===== config.mk =====
export PLATFORM = sky130hd
export DESIGN_NAME = core_run_ctrl
export DESIGN_NICKNAME = d
export VERILOG_FILES = /design/src/rtl/core_run_ctrl.sv
export SDC_FILE = /design/constraint.sdc
export NUM_CORES = 1
export LEC_CHECK = 0
export ABC_AREA = 1
export BUFFER_PORTS_ARGS = -buffer_cell sky130_fd_sc_hd__buf_2
export CELL_PAD_IN_SITES_DETAIL_PLACEMENT = 1
export CELL_PAD_IN_SITES_GLOBAL_PLACEMENT = 2
export CORE_ASPECT_RATIO = 1.25
export CORE_UTILIZATION = 27
export DETAILED_ROUTE_END_ITERATION = 12
export GPL_TIMING_DRIVEN = 0
export PLACE_DENSITY = 0.75
export SLEW_MARGIN = 15
export SYNTH_ARGS = -nofsm -noshare
export SYNTH_HDL_FRONTEND = slang
export SYNTH_SLANG_ARGS = --single-unit

===== constraint.sdc =====
create_clock -name cp2 -period 1.7 [get_ports cp2]
set_input_delay 0.34 -clock cp2 [delete_from_list [all_inputs] [get_ports cp2]]
set_output_delay 0.34 -clock cp2 [all_outputs]
set_load 0.01 [all_outputs]

===== src/rtl/core_run_ctrl.sv =====
// core_run_ctrl: run/sleep/reset sequencer driving the core clock enable and reset
module core_run_ctrl #(
  parameter int RST_STRETCH = 16,
  parameter int WAKE_DELAY = 6,
  parameter int CNT_W = 8
) (
  input  logic       cp2,
  input  logic       ireset,
  input  logic       ext_rst_req,
  input  logic       wdt_rst_req,
  input  logic       sleep_req,
  input  logic       irq_pending,
  input  logic       dbg_halt_req,
  input  logic       dbg_step,
  input  logic       cause_clr,
  output logic       core_rst,
  output logic       cp2en,
  output logic       sleeping,
  output logic       halted,
  output logic [2:0] reset_cause,
  output logic [2:0] state
);
  typedef enum logic [2:0] {
    RST_HOLD = 3'd0,
    RUN      = 3'd1,
    SLEEP    = 3'd2,
    WAKE     = 3'd3,
    HALT     = 3'd4,
    STEP     = 3'd5
  } state_t;
  localparam logic [CNT_W-1:0] RST_LD = CNT_W'(RST_STRETCH - 1);
  localparam logic [CNT_W-1:0] WAKE_LD = CNT_W'(WAKE_DELAY > 0 ? WAKE_DELAY - 1 : 0);
  state_t cur, nxt;
  logic [CNT_W-1:0] cnt, cnt_nxt;
  logic [2:0] cause, set_bits;
  logic rst_req;
  always_comb begin
    rst_req = wdt_rst_req | ext_rst_req;
    set_bits = {wdt_rst_req, ext_rst_req, 1'b0};
    nxt = cur;
    cnt_nxt = ((cur == RST_HOLD) || (cur == WAKE)) && (cnt != '0) ? cnt - 1'b1 : cnt;
    if (rst_req) begin
      nxt = RST_HOLD;
      cnt_nxt = RST_LD;
    end else begin
      case (cur)
        RST_HOLD: nxt = (cnt == '0) ? RUN : RST_HOLD;
        RUN:      nxt = dbg_halt_req ? HALT : (sleep_req && !irq_pending) ? SLEEP : RUN;
        SLEEP:    if (irq_pending) begin
                    nxt = (WAKE_DELAY == 0) ? RUN : WAKE;
                    cnt_nxt = WAKE_LD;
                  end
        WAKE:     nxt = (cnt == '0) ? RUN : WAKE;
        HALT:     nxt = !dbg_halt_req ? RUN : dbg_step ? STEP : HALT;
        STEP:     nxt = dbg_halt_req ? HALT : RUN;
        default:  nxt = RST_HOLD;
      endcase
    end
  end
  always_ff @(posedge cp2) begin
    if (ireset) begin
      cur <= RST_HOLD;
      cnt <= RST_LD;
      cause <= 3'b001;
    end else begin
      cur <= nxt;
      cnt <= cnt_nxt;
      cause <= (cause_clr ? 3'b000 : cause) | set_bits;
    end
  end
  assign core_rst = (cur == RST_HOLD);
  assign cp2en = (cur == RST_HOLD) || (cur == RUN) || (cur == STEP);
  assign sleeping = (cur == SLEEP) || (cur == WAKE);
  assign halted = (cur == HALT);
  assign reset_cause = cause;
  assign state = cur;
endmodule


==> Flow_metrics.wiki <==
{| class="wikitable"
! Metric !! Value
|-
| Status || finished clean
|-
| Worst-case setup slack after placement || 0.280 ns
|-
| DRC || 0
|-
| Slowest cell delay on critical path || 0.42 ns
|-
| CTS clk-pin slew, worst paths || 0.10 ns
|-
| Clock Tree Buf Depth || 2
|-
| Setup TNS || 0 ns
|-
| Hold bufs inserted after CTS || 0
|-
| Total clock sinks || 14
|-
| Synthesis Warnings || 0
|-
| Count of buffers inserted at the top-level ports || 18
|-
| Seq cells post-synth || 14
|-
| Critical Path Source Type || flip-flop
|-
| Std cell rows || 22
|-
| Post-synth top area share || 0.337
|-
| Vias after detailed routing || 840
|-
| Floorplan core area || 0.00295 mm2
|-
| Final core utilization || 0.341
|-
| Die outline height || 64.1 um
|-
| Share of async-settable or async-resettable flops after synthesis || 0
|-
| Post-CTS setup buffers || 0
|-
| P&R area growth vs syn || 20.6%
|-
| List of cells traversed by the critical path || inv_1 > nand3_2 > nand2_1 > buf_2
|-
| Starting Density || 0.282
|-
| Start-to-end type of the worst setup path || reg2out
|-
| Proportion of synthesized chip area in sequential cells || 0.337
|-
| Syn Std Cell Area || 832 um2
|-
| Placed cell areas || 967 um2
|-
| DPL Wire Length || 1720 um
|-
| Pleak || 0.504 nW
|-
| Top FF cell, synth || sky130_fd_sc_hd__dfxtp_1
|-
| Share of the clock period used by the worst path after layout || 0.882
|-
| Design Power || 632 uW
|-
| Die boundary width || 51.7 um
|-
| Ranking of synthesized cells by area || sky130_fd_sc_hd__dfxtp_1 34%, sky130_fd_sc_hd__nand2_1 16%, sky130_fd_sc_hd__inv_1 9.9%, sky130_fd_sc_hd__a21oi_1 6.0%, sky130_fd_sc_hd__nor2_1 5.0%
|-
| Residual overflow from global routing || 0
|-
| Library cell used as clock root buffer || sky130_fd_sc_hd__clkbuf_4
|-
| Time the final worst path needs with I/O delays and setup || 1.50 ns
|-
| RSZ-0062 raised after global routing || false
|-
| Post-synthesis cell type with the largest combined area || sky130_fd_sc_hd__dfxtp_1
|-
| Count of pins on the block boundary || 19
|-
| List of most frequent post-synthesis cells || 36 x sky130_fd_sc_hd__nand2_1, 22 x sky130_fd_sc_hd__inv_1, 14 x sky130_fd_sc_hd__dfxtp_1
|-
| Wire length of the first global-routing pass || 3640 um
|-
| Transition time of the tightest slew-check pin || 0.245 ns
|-
| Antenna Nets Post-Route || 0
|-
| Number of library cell types mapped by synthesis || 23
|-
| Critical Path AT || 1.16 ns
|-
| Average size of a mapped cell || 6.66 um2
|-
| Max-slew violations || 0
|-
| VDD IR-drop max || 0.309 mV
|-
| Post-Layout Inst Area || 0.00100 mm2
|-
| Finished Layout Cells || 183
|-
| Slew headroom || 0.836
|-
| Nets in the synthesized netlist || 136
|-
| Kind of end point of the critical path || output pin
|-
| CP top delay family || flip-flops
|-
| Resized Gates After CTS || 0
|-
| Most instantiated library cell after synthesis || sky130_fd_sc_hd__nand2_1
|-
| Violation count after the first detailed-routing iteration || 6
|-
| # setup viols final || 0
|-
| Routability cong. || 0.765
|-
| Worst Path Max Fanout || 5
|-
| Detailed-router iteration count before antenna repair || 3
|-
| Min setup slack post-route || 0.201 ns
|-
| Count of flip-flops with a built-in enable after synthesis || 0
|-
| Gate count after technology mapping || 125
|-
| Final net count || 159
|-
| Via/cell ratio || 4.59
|-
| Maximum number of pins on one net before global-route repair || 9
|-
| Worst min path class || in2reg
|-
| Number of levels the H-tree was split into || 1
|-
| Average wire length per cell after detail routing || 11.4 um
|-
| Maximum frequency from static timing analysis || 667 MHz
|-
| Clock insertion delay at the later pin of the skew report || 0.29 ns
|-
| Critical path's slowest cell || sky130_fd_sc_hd__dfxtp_1
|-
| Number of global-route vias before repair || 858
|-
| Count of max-cap constraint violations || 0
|-
| Min Hold Slack || 0.223 ns
|-
| Count of final hold-check violations || 0
|-
| # placed instances || 179
|-
| P per Cell Area || 630 mW/mm2
|-
| Antenna violations before repair || 0
|-
| Post-detailed-routing wire length || 2090 um
|-
| Total die area || 0.00331 mm2
|-
| Clock buffer count from CTS || 3
|-
| Number of diodes added for antenna fixing || 0
|-
| CTS tree || yes
|-
| Global-route total usage across every layer || 0.149
|-
| Share of cells above drive strength 1 || 0.231
|-
| CP bufs+invs || 2
|-
| Required time of the critical path || 1.36 ns
|-
| Setup clock skew after layout || 0.00395 ns
|}
[cells in the final DEF (no fill, tap or decap)]
cell type	netlist	final
sky130_fd_sc_hd__nand2_1	36	36
sky130_fd_sc_hd__inv_1	22	22
sky130_fd_sc_hd__buf_2	0	18
sky130_fd_sc_hd__dfxtp_1	14	14
sky130_fd_sc_hd__nor2_1	11	11
sky130_fd_sc_hd__a21oi_1	10	10
sky130_fd_sc_hd__nand3_1	6	6
sky130_fd_sc_hd__o21ai_0	3	3
sky130_fd_sc_hd__nand4_1	3	3
sky130_fd_sc_hd__clkbuf_4	0	3
sky130_fd_sc_hd__nand2_2	2	2
sky130_fd_sc_hd__nor3_1	2	2
sky130_fd_sc_hd__nand3_2	2	2
sky130_fd_sc_hd__nor2_4	2	2
sky130_fd_sc_hd__ha_1	2	2
sky130_fd_sc_hd__nor2_2	1	1
sky130_fd_sc_hd__buf_6	1	1
sky130_fd_sc_hd__nand2_4	1	1
sky130_fd_sc_hd__inv_2	1	1
sky130_fd_sc_hd__o21ai_4	1	1
sky130_fd_sc_hd__xor2_1	1	1
sky130_fd_sc_hd__o221ai_1	1	1
sky130_fd_sc_hd__a21boi_0	1	1
sky130_fd_sc_hd__o21ai_2	1	1
sky130_fd_sc_hd__nor4_1	1	1
sky130_fd_sc_hd__clkbuf_8	0	1
[cell families after synthesis]
logic type / after synthesis / synth area share
simple gates: 67 / 0.377
buf+inv: 24 / 0.117
xor+xnor: 1 / 0.0105
flops: 14 / 0.337
compound gates: 17 / 0.128
fa+ha+maj: 2 / 0.0301
[layer usage]
| layer | vias up | wire, um | track usage |
|---|---|---|---|
| li1 | 435 | - | - |
| met1 | 385 | 884 | 0.158 |
| met2 | 15 | 1090 | 0.273 |
| met3 | 5 | 56 | 0.0214 |
| met4 | 0 | 54 | 0.0811 |
| met5 | - | 0 | 0 |
[path summary, 6_finish.rpt]
kind,from,endpoint,slack (ns),cells past startpoint
setup reg to reg,cnt[0]$_SDFF_PP1_,cnt[1]$_SDFF_PP1_,0.30,7
setup / recovery,state[2]$_SDFFE_PP0P_,sleeping,0.20,4
hold / removal,ireset,reset_cause[1]$_SDFF_PP0_,0.22,2
hold reg to reg,reset_cause[0]$_SDFFE_PP1P_,reset_cause[0]$_SDFFE_PP1P_,0.46,2
[worst register-to-register path: cells and delay by family, from the launching register on]
kind,cells,cell delay (ns)
and+or+nand+nor,4,0.34
buffers and inverters,1,0.15
DFF,1,0.32
adders and majority gates,1,0.20
AOI/OAI and AO/OA,1,0.28
[power breakdown]
group / switching (mW) / internal, mW / leakage [nW]
Combinational: 0.0229 / 0.0164 / 0.369
Sequential: 0.00306 / 0.334 / 0.114
Clock: 0.125 / 0.131 / 0.0210
[area by class of cell]
class | instances | area, um2
fillers | 404 | 1940
multi-input cells | 87 | 454
flip-flops and latches | 14 | 280
repair buffers | 18 | 90.1
inverters | 23 | 86.3
well taps | 36 | 45.0
clock buffers | 4 | 36.3
plain buffers | 1 | 11.3
[registers in the layout, summed over array words and instances, names as in the netlist]
name / flops
cnt: 8
state: 3
reset_cause: 3
(Power assumes the default switching activity.)
